<file path="config.mk">
export PLATFORM = sky130hd
export DESIGN_NAME = divider_fixed_point_16_bit
export DESIGN_NICKNAME = d
export VERILOG_FILES = /design/src/rtl/divider_fixed_point_16_bit.sv
export SDC_FILE = /design/constraint.sdc
export NUM_CORES = 1
export LEC_CHECK = 0
export ABC_AREA = 0
export BUFFER_PORTS_ARGS = -buffer_cell sky130_fd_sc_hd__buf_2
export CAP_MARGIN = 30
export CORE_MARGIN = 10
export CORE_UTILIZATION = 45
export CTS_CLUSTER_SIZE = 14
export DETAILED_ROUTE_END_ITERATION = 6
export MAX_ROUTING_LAYER = met4
export PLACE_DENSITY = 0.71
export SYNTH_ARGS = -nofsm -noshare
export SYNTH_HDL_FRONTEND = slang
export SYNTH_SLANG_ARGS = --single-unit
</file>
<file path="constraint.sdc">
create_clock -name clk -period 2.2 [get_ports clk]
set_clock_uncertainty 0.15 [all_clocks]
set_input_delay 0.22 -clock clk [delete_from_list [all_inputs] [get_ports clk]]
set_output_delay 0.22 -clock clk [all_outputs]
set_load 0.1 [all_outputs]
</file>
<file path="src/rtl/divider_fixed_point_16_bit.sv">
// Sequential sign-magnitude Q(N-Q-1).Q restoring divider, one quotient bit per clock.
// Define DIVIDER_ROUND_EN to compute a guard bit and round the magnitude half up.
module divider_fixed_point_16_bit #(
  parameter int unsigned N = 16,
  parameter int unsigned Q = 12
) (
  input  logic         clk,
  input  logic         rst_n,
  input  logic         start,
  input  logic [N-1:0] a,
  input  logic [N-1:0] b,
  output logic         busy,
  output logic         done,
  output logic [N-1:0] q_result,
  output logic         overflow,
  output logic         div_by_zero
);

`ifdef DIVIDER_ROUND_EN
  localparam int unsigned Iter = N + Q;
`else
  localparam int unsigned Iter = N - 1 + Q;
`endif
  // Dividend is |a| scaled so that Iter quotient bits carry the fractional (and guard) bits.
  localparam int unsigned Shift = Iter - (N - 1);
  localparam int unsigned CntW  = $clog2(Iter + 1);

  typedef enum logic [1:0] {StIdle, StDiv, StDone} state_e;

  state_e            state_q;
  logic              sign_q;
  logic [Iter-1:0]   dvd_q;
  logic [Iter-1:0]   quot_q;
  logic [N-2:0]      dvs_q;
  logic [N-1:0]      rem_q;
  logic [CntW-1:0]   cnt_q;

  logic [N-2:0]      b_mag;
  logic [Iter-1:0]   dvd_load;
  logic [N-1:0]      rem_shift;
  logic [N-1:0]      rem_next;
  logic              ge;
  logic [Iter-1:0]   quot_next;
  logic [Iter-1:0]   mag_full;
  logic              mag_ovf;
  logic [N-2:0]      mag_final;

  always_comb begin
    b_mag     = b[N-2:0];
    dvd_load  = {a[N-2:0], {Shift{1'b0}}};
    rem_shift = {rem_q[N-2:0], dvd_q[Iter-1]};
    ge        = rem_shift >= {1'b0, dvs_q};
    rem_next  = ge ? (rem_shift - {1'b0, dvs_q}) : rem_shift;
    quot_next = {quot_q[Iter-2:0], ge};
`ifdef DIVIDER_ROUND_EN
    // Round half up; the extra top bit catches a carry that must saturate.
    mag_full  = {1'b0, quot_next[Iter-1:1]} + {{(Iter-1){1'b0}}, quot_next[0]};
`else
    mag_full  = quot_next;
`endif
    mag_ovf   = |mag_full[Iter-1:N-1];
    mag_final = mag_ovf ? {(N-1){1'b1}} : mag_full[N-2:0];
  end

  always_ff @(posedge clk or negedge rst_n) begin
    if (!rst_n) begin
      state_q     <= StIdle;
      sign_q      <= 1'b0;
      dvd_q       <= '0;
      quot_q      <= '0;
      dvs_q       <= '0;
      rem_q       <= '0;
      cnt_q       <= '0;
      busy        <= 1'b0;
      done        <= 1'b0;
      q_result    <= '0;
      overflow    <= 1'b0;
      div_by_zero <= 1'b0;
    end else begin
      done <= 1'b0;
      case (state_q)
        StIdle, StDone: begin
          state_q <= StIdle;
          if (start) begin
            if (b_mag == '0) begin
              state_q     <= StDone;
              done        <= 1'b1;
              div_by_zero <= 1'b1;
              overflow    <= 1'b1;
              q_result    <= {a[N-1], {(N-1){1'b1}}};
            end else begin
              state_q <= StDiv;
              busy    <= 1'b1;
              sign_q  <= a[N-1] ^ b[N-1];
              dvd_q   <= dvd_load;
              dvs_q   <= b_mag;
              rem_q   <= '0;
              quot_q  <= '0;
              cnt_q   <= CntW'(Iter);
            end
          end
        end
        StDiv: begin
          rem_q  <= rem_next;
          quot_q <= quot_next;
          dvd_q  <= {dvd_q[Iter-2:0], 1'b0};
          cnt_q  <= cnt_q - 1'b1;
          if (cnt_q == CntW'(1)) begin
            state_q     <= StDone;
            busy        <= 1'b0;
            done        <= 1'b1;
            overflow    <= mag_ovf;
            div_by_zero <= 1'b0;
            // No negative zero on the output.
            q_result    <= {sign_q & (|mag_final), mag_final};
          end
        end
        default: state_q <= StIdle;
      endcase
    end
  end

endmodule

</file>
==> results of run 1 <==
## metrics by stage
| step | setup slack [ns] | hold WS [ns] | cell area, um2 | util |
|---|---|---|---|---|
| 6_report | -0.156 | 0.00250 | 6570 | 0.633 |
| 3_5_place_dp | -0.260 | 0.0411 | 5680 | 0.547 |
| 4_1_cts | -0.132 | 0.00873 | 6340 | 0.612 |
| 2_1_floorplan | -0.0548 | -0.226 | 4840 | - |
| 5_1_grt | -0.243 | 0.0127 | 6570 | 0.633 |
| 3_3_place_gp | -0.173 | 0.0364 | 5680 | 0.547 |
## sequential cells by signal, summed over array words and instances, names as in the netlist
signal and count:
cnt_q 5, q_result 16, quot_q 26, dvd_q 15, state_q 2, busy 1
done 1, rem_q 15, overflow 1, div_by_zero 1, dvs_q 15, sign_q 1
## per-layer routing
| layer | GRT usage | vias to the layer above | share of wire |
|---|---|---|---|
| li1 | - | 2116 | - |
| met1 | 0.211 | 2189 | 0.41 |
| met2 | 0.301 | 137 | 0.53 |
| met3 | 0.0187 | 23 | 0.046 |
| met4 | 0.0604 | 0 | 0.016 |
| met5 | - | - | 0 |
## synth_stat cells (3+ instances only)
cell / n
sky130_fd_sc_hd__nand2_1: 127
sky130_fd_sc_hd__dfrtp_1: 99
sky130_fd_sc_hd__o21ai_0: 54
sky130_fd_sc_hd__a21oi_1: 22
sky130_fd_sc_hd__inv_1: 22
sky130_fd_sc_hd__clkbuf_1: 21
sky130_fd_sc_hd__nor2_1: 21
sky130_fd_sc_hd__ha_1: 17
sky130_fd_sc_hd__o22a_1: 15
sky130_fd_sc_hd__a22oi_1: 14
sky130_fd_sc_hd__nand3_1: 14
sky130_fd_sc_hd__nor4_1: 11
sky130_fd_sc_hd__o21a_1: 8
sky130_fd_sc_hd__xnor2_1: 7
sky130_fd_sc_hd__o31ai_1: 6
sky130_fd_sc_hd__buf_2: 5
sky130_fd_sc_hd__nand2b_1: 5
sky130_fd_sc_hd__nor3_1: 5
sky130_fd_sc_hd__xor2_1: 5
sky130_fd_sc_hd__a21o_1: 4
sky130_fd_sc_hd__a31oi_1: 4
sky130_fd_sc_hd__a22o_1: 3
sky130_fd_sc_hd__nand4_1: 3
sky130_fd_sc_hd__o211ai_1: 3
## logic make-up (layout without fill, tap and decap cells)
group                    after synthesis  count (layout)  synth area share
AO/OA/AOI/OAI                        144             147             0.191
AND/OR/NAND/NOR                      198             198             0.179
XOR/XNOR                              12              12            0.0219
flip-flops                            99              99             0.515
multiplexers                           2               2           0.00417
buffers and inverters                 49             197            0.0404
adder cells (fa/ha/maj)               18              18            0.0484
## worst max-delay path, delay by kind of cell, from the launching register on
| kind | cells | cell delay (ns) |
|---|---|---|
| AO/OA/AOI/OAI | 4 | 0.87 |
| AND/OR/NAND/NOR | 2 | 0.26 |
| flip-flops | 1 | 0.42 |
| adder cells (fa/ha/maj) | 2 | 0.57 |
## cell type report
cell class | count | area, um2 | share of cell area
clock buffer | 9 | 124 | 0.0189
clock inverter | 7 | 82.6 | 0.0126
inverter | 22 | 82.6 | 0.0126
multi-input combinational | 377 | 2420 | 0.369
sequential | 99 | 2480 | 0.377
tap | 136 | 170 | 0.0259
timing repair buffer | 159 | 1210 | 0.184
## worst min path at each step
stage,startpoint,end,slack (ns),depth (start not counted)
6_report,b[15],sign_q$_DFFE_PN0P_,0.002,3
5_1_grt,b[15],sign_q$_DFFE_PN0P_,0.01,3
4_1_cts,b[15],sign_q$_DFFE_PN0P_,0.009,3
3_5_place_dp,rst_n,dvs_q[14]$_DFFE_PN0P_,0.04,1
3_3_place_gp,rst_n,dvs_q[14]$_DFFE_PN0P_,0.04,1
2_1_floorplan,rst_n,busy$_DFFE_PN0P_,-0.23,0
## what timing repair did
action / in CTS / in global routing
pin swaps: 8 / 27
endpoints found under the hold margin: 61 / 0
gates resized for setup: 18 / 41
setup endpoints to repair: 18 / 44
buffers inserted: 4 / 9
gates cloned: 2 / 1
hold buffers: 32 / 0
==> results.md, run 1 <==
- The area share of the largest cell type after synthesis is 0.515.
- The initial antenna violation count is 0.
- The startpoint type of the worst setup path is a flop.
- Static timing analysis puts the maximum clock frequency at 0.425 GHz.
- The capture point of the critical path is rem_q[8]$_DFFE_PN0P_.
- The master of the slowest instance on the critical path is sky130_fd_sc_hd__dfrtp_1.
- The die outline area is 15200 um2.
- The signal on the critical path passes through ha_4 -> fa_2 -> nand2b_4 -> a21oi_4 -> nor2_4 -> o211a_4 -> o31a_2 -> o21ai_2.
- Summed over all nets, the half-perimeter wirelength after detailed placement is 8410 um.
- At the worst endpoint, the required time is ~2.4 ns.
- The starting density of the core is 0.463.
- The total congestion overflow is 0.
- The signed area change from the synthesized netlist to the final layout is 36.7%.
- The clock drives 99 sinks.
- In this run, synthesis inferred 0 flip-flops with an integrated enable.
- The post-synthesis cell type with the largest combined area is sky130_fd_sc_hd__dfrtp_1.
- The count of cells in the finished layout, fillers not included, comes to between 800 and 900.
- The region available for standard cell placement spans 10400 um2.
- The maximum fanout encountered on the critical timing path is 6.
- Buffers placed on the I/O ports in this run total 54.
- Once detail routing completed, the nets flagged for antenna violations numbered 0.
- The overall track demand over capacity in global routing is 0.176.
- The number of synthesized register bits is 99.
- The library cells used most frequently in the layout, excluding fill and tap cells, are sky130_fd_sc_hd__nand2_1 (125), sky130_fd_sc_hd__dfrtp_1 (99), sky130_fd_sc_hd__buf_4 (65), sky130_fd_sc_hd__buf_2 (53), sky130_fd_sc_hd__o21ai_0 (45).
- The classification of the worst-slack hold path is in2reg.
- The clock passes through at most 2 buffers.
- The share of layout cells above drive strength 1 is 0.285.
- The share of synthesized registers carrying an async set or reset is 1.00.
- The final estimated routing congestion in global placement is 0.890.
- The pin slew with the least headroom to its limit is between 0.4 and 0.5 ns.
- The number of nets in the synthesized netlist is 575.
- The count of boundary I/O pins is 55.
- The number of setup violations in the final report is 17.
- The number of antenna diodes in the final layout is 0.
- For this run, the number of Yosys warnings is 0.
- Clock-pin slew was measured on the worst setup and hold paths at 0.10 ns.
- The element type at the critical path end is a flop.
- The pin count of the biggest net entering global routing is 57.
- The sum of routed wire length over all layers is about 13000 um.
- TritonCTS built the clock tree.
- After synthesis, the mean cell area works out to between 9 and 10 um2.
- In this run the critical register-to-register path is captured at rem_q[8]$_DFFE_PN0P_.
- In this run, placement finished with an instance count of 745.
- The deepest level of the CTS H-tree is 3.
- The master cell of the clock root buffer is sky130_fd_sc_hd__clkbuf_8.
- The number of nets in the final layout is 721.
- The sequential-to-total area share from yosys stat is 0.515.
- The number of pins exceeding their max-slew limit in the final report is 0.
- The start point of the critical path is dvs_q[0]$_DFFE_PN0P_.
- In this design, the stage delay of the slowest critical-path cell is 0.42 ns.
- The floorplan die height is roughly 120 um.
- The dominant register cell in the synthesized netlist is sky130_fd_sc_hd__dfrtp_1.
- The arrival time at the worst endpoint is around 2.5 ns.
- The first TritonRoute pass finished after 5 iterations.
- Sorting the synthesized cells by area gives the leading types as sky130_fd_sc_hd__dfrtp_1 (52%), sky130_fd_sc_hd__nand2_1 (9.9%), sky130_fd_sc_hd__o21ai_0 (5.6%), sky130_fd_sc_hd__ha_1 (4.4%), sky130_fd_sc_hd__o22a_1 (2.7%).
- The startpoint of the worst-slack reg-to-reg timing path is dvs_q[0]$_DFFE_PN0P_.
- In this run the tightest slew margin relative to its limit is 0.673.
- The leading cell type in the layout, fill and taps excluded is sky130_fd_sc_hd__nand2_1.
- The floorplan has 37 rows.
- The checks that failed: setup timing.
- The run finished, with violations left.
- The setup slack after layout is -0.156 ns.
- Dividing the final minimum period by the clock period gives 1.07.
- The number of library cell types mapped by synthesis is 46.
- Max-cap violations in this run came to 0.
- For this block, the initial DRC count from the detailed router was approximately 420.
- The later pin in the worst-skew pair is clocked with a latency of around 0.37 ns.
- The summed instance area of the synthesized netlist is 4810 um2.
- The vias after detailed routing is approximately 4500.
- The number of fillers in the final layout is between 800 and 900.
- Measured along the x axis, the die boundary spans ~120 um.
- The count of final hold-check violations is 0.
- The sum of negative setup slack is -1.79 ns.
- The detail-routed net length per standard cell is ~17 um.
- In the routed design, unresolved DRC markers number 0.
- In this run the register-to-register setup slack is -0.16 ns.
- Setup repair after global routing could not meet its margin everywhere.
- The number of global-route vias before repair is 4373.
- The number of cells produced by synthesis is approximately 520.
- Dividing the detail-routed via count by the number of cells gives 5.52.
- The critical path in this run is classified as reg2reg.
- Buffers inserted during clock tree synthesis total 9.
- For the finished layout, the period the worst path requires is 2.36 ns.
- The global-route wire length before repair is 21100 um.
- The worst register-to-register path has a depth of 8.
Power of run 1 is not shown: default switching activity piles up to over one toggle a cycle in this logic, so the estimate is an artifact.
==> run 2, diff against run 1 <==
- PLACE_DENSITY: 0.71 -> 0.67
- REMOVE_ABC_BUFFERS: not set -> 1
==> results.md, run 2 (synthesis results as in run 1) <==
- The clock sink count is 99 (unchanged).
- The CTS tree is done.
- The number of antenna cells inserted is 0 (unchanged).
- The area after detailed placement is 5720 um2 (+0.77%).
- The initial antenna violation count was 0 (unchanged).
- The sum of routed wire length over all layers came to 12100 um (-9.4%).
- The share of layout cells above drive strength 1 is 0.265 (-0.0200).
- The die outline area is 15200 um2 (unchanged).
- The starting density of the core is 0.463 (unchanged).
- The die width is 123 um (unchanged).
- The total half-perimeter wirelength after legalization and detailed placement is 8230 um (-2.1%).
- The largest buffer count on any clock path came to 2 (unchanged).
- The deepest level of the CTS H-tree is 3 (unchanged).
- The worst setup slack for register-to-register paths came to -0.25 ns (-0.09 ns).
- The number of maximum-capacitance constraint violations is 0 (unchanged).
- The ratio of final minimum period to clock period came to 1.11 (+0.0420).
- The number of global-route vias before repair was 4291 (-1.9%).
- The via-per-instance ratio was 5.31 (-3.7%).
- The tree is rooted in a sky130_fd_sc_hd__clkbuf_8.
- The worst hold path belongs to the class in2reg.
- The global-route wire length before repair is 20200 um (-4.4%).
- The time the worst path needs with I/O delays and setup is 2.45 ns (+0.0923 ns).
- The floorplan die height is 123 um (unchanged).
- The leading cell type in the layout, fill and taps excluded is sky130_fd_sc_hd__nand2_1.
- The worst slew margin relative to its limit is 0.660 (-0.0129).
- The clock-pin slew on the worst setup and hold paths is 0.11 ns (about the same).
- In the layout the commonest cells are sky130_fd_sc_hd__nand2_1 (127), sky130_fd_sc_hd__dfrtp_1 (99), sky130_fd_sc_hd__buf_4 (66), sky130_fd_sc_hd__buf_2 (53), sky130_fd_sc_hd__o21ai_0 (49).
- The largest registers in the layout are quot_q: 26 flops, q_result: 16 flops.
- The vias after detailed routing is 4287 (-4.0%).
- The overall track demand over capacity in global routing is 0.167 (-0.00872).
- The run finished, with violations left.
- The clock latency on the worst-skew pair is 0.38 ns (about the same).
- The number of nets in the final layout is 719 (-0.28%).
- The final reports fail on setup timing.
- The startpoint type of the worst setup path is a flop.
- The DRC violations left is 0 (unchanged).
- The largest register by flop count is quot_q.
- The remaining antenna violation count is 0 (unchanged).
- The critical path data required time is 2.37 ns (+0.02 ns).
- The number of clock buffers inserted by TritonCTS is 9 (unchanged).
- The number of buffer cells added on primary ports is 54 (unchanged).
- The count of boundary I/O pins came to 55 (unchanged).
- The detail-routed net length per standard cell is 15.0 um (-9.2%).
- The maximum fanout encountered on the critical timing path is 2 (-4).
- The setup path with the least slack is of type reg2reg.
- The pin count of the biggest net entering global routing is 74 (+30%).
- The worst hold path terminates at sign_q$_DFFE_PN0P_.
- The arrival time at the worst endpoint is 2.62 ns (+0.11 ns).
- Setup repair after global routing could not meet its margin everywhere.
- The maximum operating frequency was 0.409 GHz (-3.8%).
- The signed area change from the synthesized netlist to the final layout is 35.3%.
- The worst hold path stage count was 3 (unchanged).
- The number of iterations in the first detailed-routing pass is 5 (unchanged).
- The element type at the critical path end is a flop.
- The worst min-delay path startpoint is b[15].
- The area of the placeable core is 10400 um2 (unchanged).
- The final estimated routing congestion in global placement is 0.893 (+0.30%).
- The startpoint identified for the worst register-to-register timing path is dvs_q[5]$_DFFE_PN0P_.
- The count of cells along the worst register-to-register path is 10 (+2).
- The number of pins exceeding their max-slew limit in the final report is 0 (unchanged).
- The count of final hold-check violations is 0 (unchanged).
- The number of cell rows is 37 (unchanged).
- The number of flip-flops under the largest register name is 26 (unchanged).
- The total congestion overflow is 0 (unchanged).
- The number of setup violations in the final report is 17 (unchanged).
- The pin slew with the least headroom to its limit came to 0.509 ns (+0.0160 ns).
- The starting DRC count in detailed routing is 248 (-41%).
- The setup slack after layout is -0.248 ns (-0.0923 ns).
- The final standard cell area without fillers is 6500 um2 (-1.0%).
- In this run the critical register-to-register path is captured at rem_q[10]$_DFFE_PN0P_.
[run 2: stage by stage]
stage               worst slack, ns  TNS, ns  instances   util  hold WS (ns)
global route                 -0.349    -4.31        807  0.627        0.0214
finish                       -0.248    -2.57        807  0.627        0.0349
CTS                          -0.244    -2.08        803  0.614        0.0252
global placement             -0.350    -5.15        753  0.552        0.0571
detailed placement           -0.408    -6.12        753  0.552        0.0678
floorplan                     -1.56   -75.49        495      -        -0.226
[run 2: how the worst max path moves through the flow]
stage,startpoint,end,slack (ns),cells after the start
after floorplan,state_q[0]$_DFFE_PN0N_,rem_q[12]$_DFFE_PN0P_,-1.56,4
after global placement,dvd_q[26]$_DFFE_PN0P_,rem_q[8]$_DFFE_PN0P_,-0.35,9
after detailed placement,dvd_q[26]$_DFFE_PN0P_,rem_q[8]$_DFFE_PN0P_,-0.41,9
after CTS,dvs_q[5]$_DFFE_PN0P_,rem_q[10]$_DFFE_PN0P_,-0.24,10
after global routing,dvs_q[5]$_DFFE_PN0P_,rem_q[10]$_DFFE_PN0P_,-0.35,10
final,dvs_q[5]$_DFFE_PN0P_,rem_q[10]$_DFFE_PN0P_,-0.25,10
[run 2: cell type report]
cell class,count,area (um2)
Clock buffer,9,124
Clock inverter,7,86.3
Fill cell,889,3870
Inverter,22,82.6
Multi-Input combinational cell,375,2350
Sequential cell,99,2480
Tap cell,136,170
Timing Repair Buffer,159,1210
[run 2: worst max-delay path, stage by stage (launching register included)]
cell,delay [ns]
sky130_fd_sc_hd__dfrtp_1,0.39
sky130_fd_sc_hd__inv_2,0.09
sky130_fd_sc_hd__ha_4,0.21
sky130_fd_sc_hd__a21o_1,0.17
sky130_fd_sc_hd__or3_4,0.33
sky130_fd_sc_hd__o21a_1,0.21
sky130_fd_sc_hd__buf_4,0.15
sky130_fd_sc_hd__o21a_1,0.18
sky130_fd_sc_hd__o21a_1,0.19
sky130_fd_sc_hd__o31ai_2,0.18
sky130_fd_sc_hd__a22o_1,0.16
[run 2: timing repair]
action                                  in CTS  in global routing
gates resized for setup                     18                 24
endpoints found under the hold margin       65                  0
pin swaps                                   11                  9
endpoints found under the setup margin      18                 34
hold buffers                                32                  0
gates cloned                                 1                  0
setup buffers                                1                  4
[run 2: layer usage]
metal	GRT usage	routed length [um]	vias to the layer above
li1	-	-	2105
met1	0.208	5480	2089
met2	0.273	5980	80
met3	0.0301	470	13
met4	0.0480	192	0
met5	-	0	-
Power of run 2 is left out for the same reason.
